==> config.mk <==
export PLATFORM = sky130hd
export DESIGN_NAME = fp_mul_seq
export DESIGN_NICKNAME = d
export VERILOG_FILES = /design/src/rtl/fp_pkg.sv /design/src/rtl/seq_mant_mul.sv /design/src/rtl/fp_mul_seq.sv
export SDC_FILE = /design/constraint.sdc
export NUM_CORES = 1
export LEC_CHECK = 0
export CAP_MARGIN = 20
export CELL_PAD_IN_SITES_DETAIL_PLACEMENT = 1
export CELL_PAD_IN_SITES_GLOBAL_PLACEMENT = 1
export CORE_ASPECT_RATIO = 1.2
export CORE_UTILIZATION = 25
export DETAILED_ROUTE_END_ITERATION = 10
export HOLD_SLACK_MARGIN = 0.03
export PLACE_DENSITY = 0.5
export RECOVER_POWER = 50
export SLEW_MARGIN = 20
export SYNTH_ARGS = -nofsm -noshare
export SYNTH_HDL_FRONTEND = slang
export SYNTH_SLANG_ARGS = --single-unit
==> constraint.sdc <==
create_clock -name clk -period 8.3 [get_ports clk]
set_input_delay 2.49 -clock clk [delete_from_list [all_inputs] [get_ports clk]]
set_output_delay 2.49 -clock clk [all_outputs]
set_load 0.05 [all_outputs]
==> src/rtl/fp_pkg.sv <==
// Shared single-precision float definitions for the power-function datapath:
// field widths, sequencer states and field-slice helpers.
package fp_pkg;

    localparam int unsigned EXP_W  = 8;
    localparam int unsigned MANT_W = 23;
    localparam int unsigned BIAS   = 127;
    localparam int unsigned FP_W   = 1 + EXP_W + MANT_W;
    localparam int unsigned SIG_W  = MANT_W + 1;
    localparam int unsigned PROD_W = 2 * SIG_W;
    localparam int unsigned CNT_W  = $clog2(SIG_W);

    typedef enum logic [1:0] {
        IDLE,
        MUL,
        NORM
    } state_t;

    function automatic logic f_sign(input logic [FP_W-1:0] x);
        return x[FP_W-1];
    endfunction

    function automatic logic [EXP_W-1:0] f_exp(input logic [FP_W-1:0] x);
        return x[FP_W-2 -: EXP_W];
    endfunction

    function automatic logic [MANT_W-1:0] f_mant(input logic [FP_W-1:0] x);
        return x[MANT_W-1:0];
    endfunction

endpackage

==> src/rtl/seq_mant_mul.sv <==
// 24x24 shift-add significand multiplier: one multiplier bit per step,
// LSB first, into a 48-bit accumulator.
module seq_mant_mul
    import fp_pkg::*;
(
    input  logic              clk,
    input  logic              rst,
    input  logic              load,
    input  logic              step,
    input  logic [SIG_W-1:0]  mcand,
    input  logic [SIG_W-1:0]  mplier,
    output logic              last_c,
    output logic [PROD_W-1:0] prod
);

    logic [SIG_W-1:0] mcand_q;
    logic [SIG_W-1:0] mplier_q;
    logic [CNT_W-1:0] cnt;

    assign last_c = (cnt == CNT_W'(SIG_W - 1));

    always_ff @(posedge clk) begin
        if (rst) begin
            mcand_q  <= '0;
            mplier_q <= '0;
            cnt      <= '0;
            prod     <= '0;
        end else if (load) begin
            mcand_q  <= mcand;
            mplier_q <= mplier;
            cnt      <= '0;
            prod     <= '0;
        end else if (step) begin
            if (mplier_q[cnt]) begin
                prod <= prod + (PROD_W'(mcand_q) << cnt);
            end
            cnt <= last_c ? '0 : cnt + CNT_W'(1);
        end
    end

endmodule

==> src/rtl/fp_mul_seq.sv <==
// Multi-cycle single-precision multiplier with truncating normalisation and
// saturating overflow/underflow handling; fixed 25-edge latency.
module fp_mul_seq
    import fp_pkg::*;
(
    input  logic            clk,
    input  logic            rst,
    input  logic            start,
    input  logic [FP_W-1:0] a,
    input  logic [FP_W-1:0] b,
    output logic            busy,
    output logic            done,
    output logic [FP_W-1:0] p,
    output logic            ovf,
    output logic            unf
);

    localparam int unsigned E_W = EXP_W + 2;
    localparam logic signed [E_W-1:0] E_BIAS = E_W'(BIAS);
    localparam logic signed [E_W-1:0] E_MAX  = E_W'((1 << EXP_W) - 1);
    localparam logic signed [E_W-1:0] E_ONE  = E_W'(1);
    localparam logic signed [E_W-1:0] E_ZERO = '0;

    state_t            state;
    logic              sign_q;
    logic              zero_q;
    logic [EXP_W-1:0]  ea_q;
    logic [EXP_W-1:0]  eb_q;
    logic              load_c;
    logic              step_c;
    logic              last_c;
    logic [PROD_W-1:0] prod;

    logic signed [E_W-1:0] e_raw_c;
    logic signed [E_W-1:0] e_norm_c;
    logic [MANT_W-1:0]     mant_c;
    logic [FP_W-1:0]       res_c;
    logic                  ovf_c;
    logic                  unf_c;

    assign load_c = (state == IDLE) && start;
    assign step_c = (state == MUL);

    seq_mant_mul u_mant_mul (
        .clk    (clk),
        .rst    (rst),
        .load   (load_c),
        .step   (step_c),
        .mcand  ({1'b1, f_mant(a)}),
        .mplier ({1'b1, f_mant(b)}),
        .last_c (last_c),
        .prod   (prod)
    );

    // Normalise the product (it lies in [2^46, 2^48)) and apply zero/ovf/unf rules.
    always_comb begin
        res_c    = '0;
        ovf_c    = 1'b0;
        unf_c    = 1'b0;
        e_raw_c  = $signed({2'b00, ea_q}) + $signed({2'b00, eb_q}) - E_BIAS;
        e_norm_c = prod[PROD_W-1] ? (e_raw_c + E_ONE) : e_raw_c;
        mant_c   = prod[PROD_W-1] ? prod[PROD_W-2 -: MANT_W] : prod[PROD_W-3 -: MANT_W];
        if (zero_q) begin
            res_c = {sign_q, {(FP_W-1){1'b0}}};
        end else if (e_norm_c >= E_MAX) begin
            res_c = {sign_q, {EXP_W{1'b1}}, {MANT_W{1'b0}}};
            ovf_c = 1'b1;
        end else if (e_norm_c <= E_ZERO) begin
            res_c = {sign_q, {(FP_W-1){1'b0}}};
            unf_c = 1'b1;
        end else begin
            res_c = {sign_q, e_norm_c[EXP_W-1:0], mant_c};
        end
    end

    always_ff @(posedge clk) begin
        if (rst) begin
            state  <= IDLE;
            busy   <= 1'b0;
            done   <= 1'b0;
            p      <= '0;
            ovf    <= 1'b0;
            unf    <= 1'b0;
            sign_q <= 1'b0;
            zero_q <= 1'b0;
            ea_q   <= '0;
            eb_q   <= '0;
        end else begin
            done <= 1'b0;
            case (state)
                IDLE: begin
                    if (start) begin
                        sign_q <= f_sign(a) ^ f_sign(b);
                        zero_q <= (f_exp(a) == '0) || (f_exp(b) == '0);
                        ea_q   <= f_exp(a);
                        eb_q   <= f_exp(b);
                        busy   <= 1'b1;
                        state  <= MUL;
                    end
                end
                MUL: begin
                    if (last_c) begin
                        state <= NORM;
                    end
                end
                NORM: begin
                    p     <= res_c;
                    ovf   <= ovf_c;
                    unf   <= unf_c;
                    done  <= 1'b1;
                    busy  <= 1'b0;
                    state <= IDLE;
                end
                default: state <= IDLE;
            endcase
        end
    end

endmodule

==> results.cfg <==
[outcome]
status = finished, violations left
violations = max-capacitance violations, max-slew violations

[grt]
grt_pass1_vias = 10344
grt_max_degree = 77
grt_overflow = 0
grt_pass1_wl_um = 58200
antenna_found_initial = 0
grtUsageTotal_pct = 17.3

[timing]
min_period_ns = 6.36
max_freq_mhz = 157
setup_ws_ns = 1.94
finalCritPeriodShare_pct = 76.7
skew_ns = 0.0110
drv_slew = 77
setup_viol = 0
slew_headroom_pct = -135
rsz0062_at_grt = no
tns_ns = 0
hold_viol_final = 0
fin_hold_ws_ns = 0.449
worst_pin_slew_ns = 3.52

[clocking]
post-cts-setup-buffers = 0
htreeDepth = 4
clock_sinks = 156
cts_root_buffer = clkbuf_16
clk_path_buf_depth = 2
cts.hold.buffers_added = 0
clkTransAtPathRegs_ns = 0.07
cts_inserted_buffers = 17
insertion_delay_ns = 0.46
cts-resized-gates = 0
cts_tree = yes

[synth]
synth_area_leaders = dfxtp_1 (29%), nand2_1 (8.8%), ha_1 (7.5%)
synth.distinct_cells = 80
ys_ff_latch = 156
ys_async_sr_fraction_pct = 0
synth_seq_area_share_pct = 29.1
yosysMostFrequentCell = nand2_1
synth_common_cells = nand2_1 (251), dfxtp_1 (156), a21oi_1 (153)
yosysTopAreaCellShare_pct = 29.1
yosysWarnings = 0
synth_edf_count = 0
yosys_most_used_dff = dfxtp_1
syn-num-nets = 1505
syn-cell-area_mm2 = 0.0107
synth_top_cell_by_area = dfxtp_1
avgSynthCellArea_um2 = 7.82
synthCells = 1372

[setup_path]
reg2reg_to = u_mant_mul.prod[40]
crit_path_end_kind = flip-flop
r2r_cells = 15
timing_worst_setup_path_type = input pin to flip-flop
start_kind = input pin
cp.arrival_ns = 6.69
r2r_setup_slack_ns = 2.98
r2r-start = u_mant_mul.cnt[0]
required_ns = 8.63
worstPathMaxFanout = 76

[final_layout]
fin_cells = 1972
drive_above_1_share_pct = 7.50
n_antenna_cell = 0
syn_to_final_growth_pct = 18.4
fin_nets = 1546
nFillCells = 5087
final_util_pct = 30.2

[power_and_ir_drop]
max-vdd-ir-drop_mv = 0.149
power_leakage_uw = 0.00476
powerDensity_mw_per_mm2 = 146

[drt]
highest_layer = met4
wl_per_cell_um = 18.7
firstDrtPassIters = 4
vias = 9976
m1WireLength_um = 16400
dr_wl_met2_um = 18400
viasPerCell = 5.06
dr_wl_met3_um = 862
drt_iter0_markers = 300
ant_nets = 0
wl_um = 36800
drc = 0

[min_path]
hp-start = p[6]
whs_endpoint = p[6]
hold_path_depth = 2
hp-class = flip-flop to flip-flop

[floorplanning]
core_mm2 = 0.0421
die-area_mm2 = 0.0438
dieHeight_um = 229
rows = 82
die_w_um = 191
io_pins = 103
initial_core_util_pct = 25.5

[placement]
dp_cells = 1940
port_buffers = 102
dpl_worst_slack_ns = 2.93
dpl.hpwl_um = 28600
routabilityCongestion = 0.919

[run]
cap_violations = 1
==> cell type report <==
| class | instances | area, um^2 | share of cell area, % |
|---|---|---|---|
| clock buffers | 19 | 443 | 3.48 |
| clock inverters | 13 | 140 | 1.10 |
| inverters | 30 | 113 | 0.886 |
| multi-input cells | 1094 | 7110 | 55.9 |
| flip-flops and latches | 156 | 3130 | 24.6 |
| well taps | 546 | 683 | 5.37 |
| repair buffers | 114 | 1100 | 8.64 |
==> cell usage in the layout, fill, tap and decap left out, types with 4 or more instances in the layout <==
master / instances
and2_1: 7
ha_1: 64
o22ai_1: 16
o21a_1: 8
a21o_1: 30
inv_1: 28
a21oi_1: 154
nor2b_1: 13
or3_1: 9
nand2b_1: 9
dfxtp_1: 153
buf_4: 10
nor4_1: 12
or2_2: 5
clkinv_2: 4
xor2_1: 15
o21bai_1: 8
o31ai_1: 6
xnor2_1: 29
a211oi_1: 7
a221o_1: 6
dlygate4sd3_1: 15
o21ai_1: 22
or4_1: 5
nand2_1: 251
mux2_2: 18
and3_1: 5
clkinv_4: 4
mux4_2: 15
clkbuf_16: 17
nor2_1: 114
nand4_1: 15
mux2i_1: 68
a31oi_1: 10
nand3_1: 24
nor3_1: 22
o21ai_0: 57
clkdlybuf4s50_1: 86
==> worst max-delay path, cell delays in order <==
cell,delay [ns]
buf_2,0.07
clkbuf_1,2.45
nand2b_2,0.45
buf_4,0.50
or2_2,0.37
or4_1,0.17
o211ai_1,0.08
==> how the worst max path moves through the flow <==
stage / slack (ns) / start / depth (start not counted) / endpoint
after floorplan: 3.90 / u_mant_mul.cnt[1] / 19 / u_mant_mul.prod[47]
after global placement: 2.96 / start / 9 / u_mant_mul.prod[41]
after detailed placement: 2.93 / start / 9 / u_mant_mul.prod[41]
after CTS: 3.00 / u_mant_mul.cnt[0] / 15 / u_mant_mul.prod[40]
after global routing: 1.49 / rst / 7 / u_mant_mul.prod[41]
final: 1.94 / rst / 7 / u_mant_mul.prod[41]
==> through the flow <==
stage / total power, uW / instance area, um^2
floorplan: 976 / 10700
global placement: 1070 / 12100
detailed placement: 1070 / 12100
CTS: 1900 / 12700
global route: 1960 / 12700
finish: 1860 / 12700
==> report_power, final <==
part | internal (uW) | leakage, uW | switching (uW)
Combinational | 111 | 0.00320 | 152
Sequential | 770 | 0.00127 | 21.4
Clock | 452 | 0.000287 | 357
==> flip-flops by register name (all words and copies together), names as in the netlist <==
name	count
u_mant_mul.mcand_q	23
sign_q	1
state	2
u_mant_mul.mplier_q	24
u_mant_mul.prod	48
ea_q	8
eb_q	8
busy	1
done	1
u_mant_mul.cnt	5
ovf	1
p	32
unf	1
zero_q	1
==> routing by layer <==
| layer | up-vias | track usage, % |
|---|---|---|
| met3 | 44 | 2.41 |
| met1 | 4816 | 20.8 |
| met2 | 140 | 30.2 |
| met4 | 0 | 7.42 |
| met5 | - | 0 |
| li1 | 4976 | - |
==> cell families after synthesis <==
logic type / synth area share (%)
simple gates: 21.2
flops: 29.1
buf+inv: 4.92
compound gates: 21.5
fa+ha+maj: 7.83
xor+xnor: 3.80
mux: 11.6
Power figures use the tool's default switching activity.
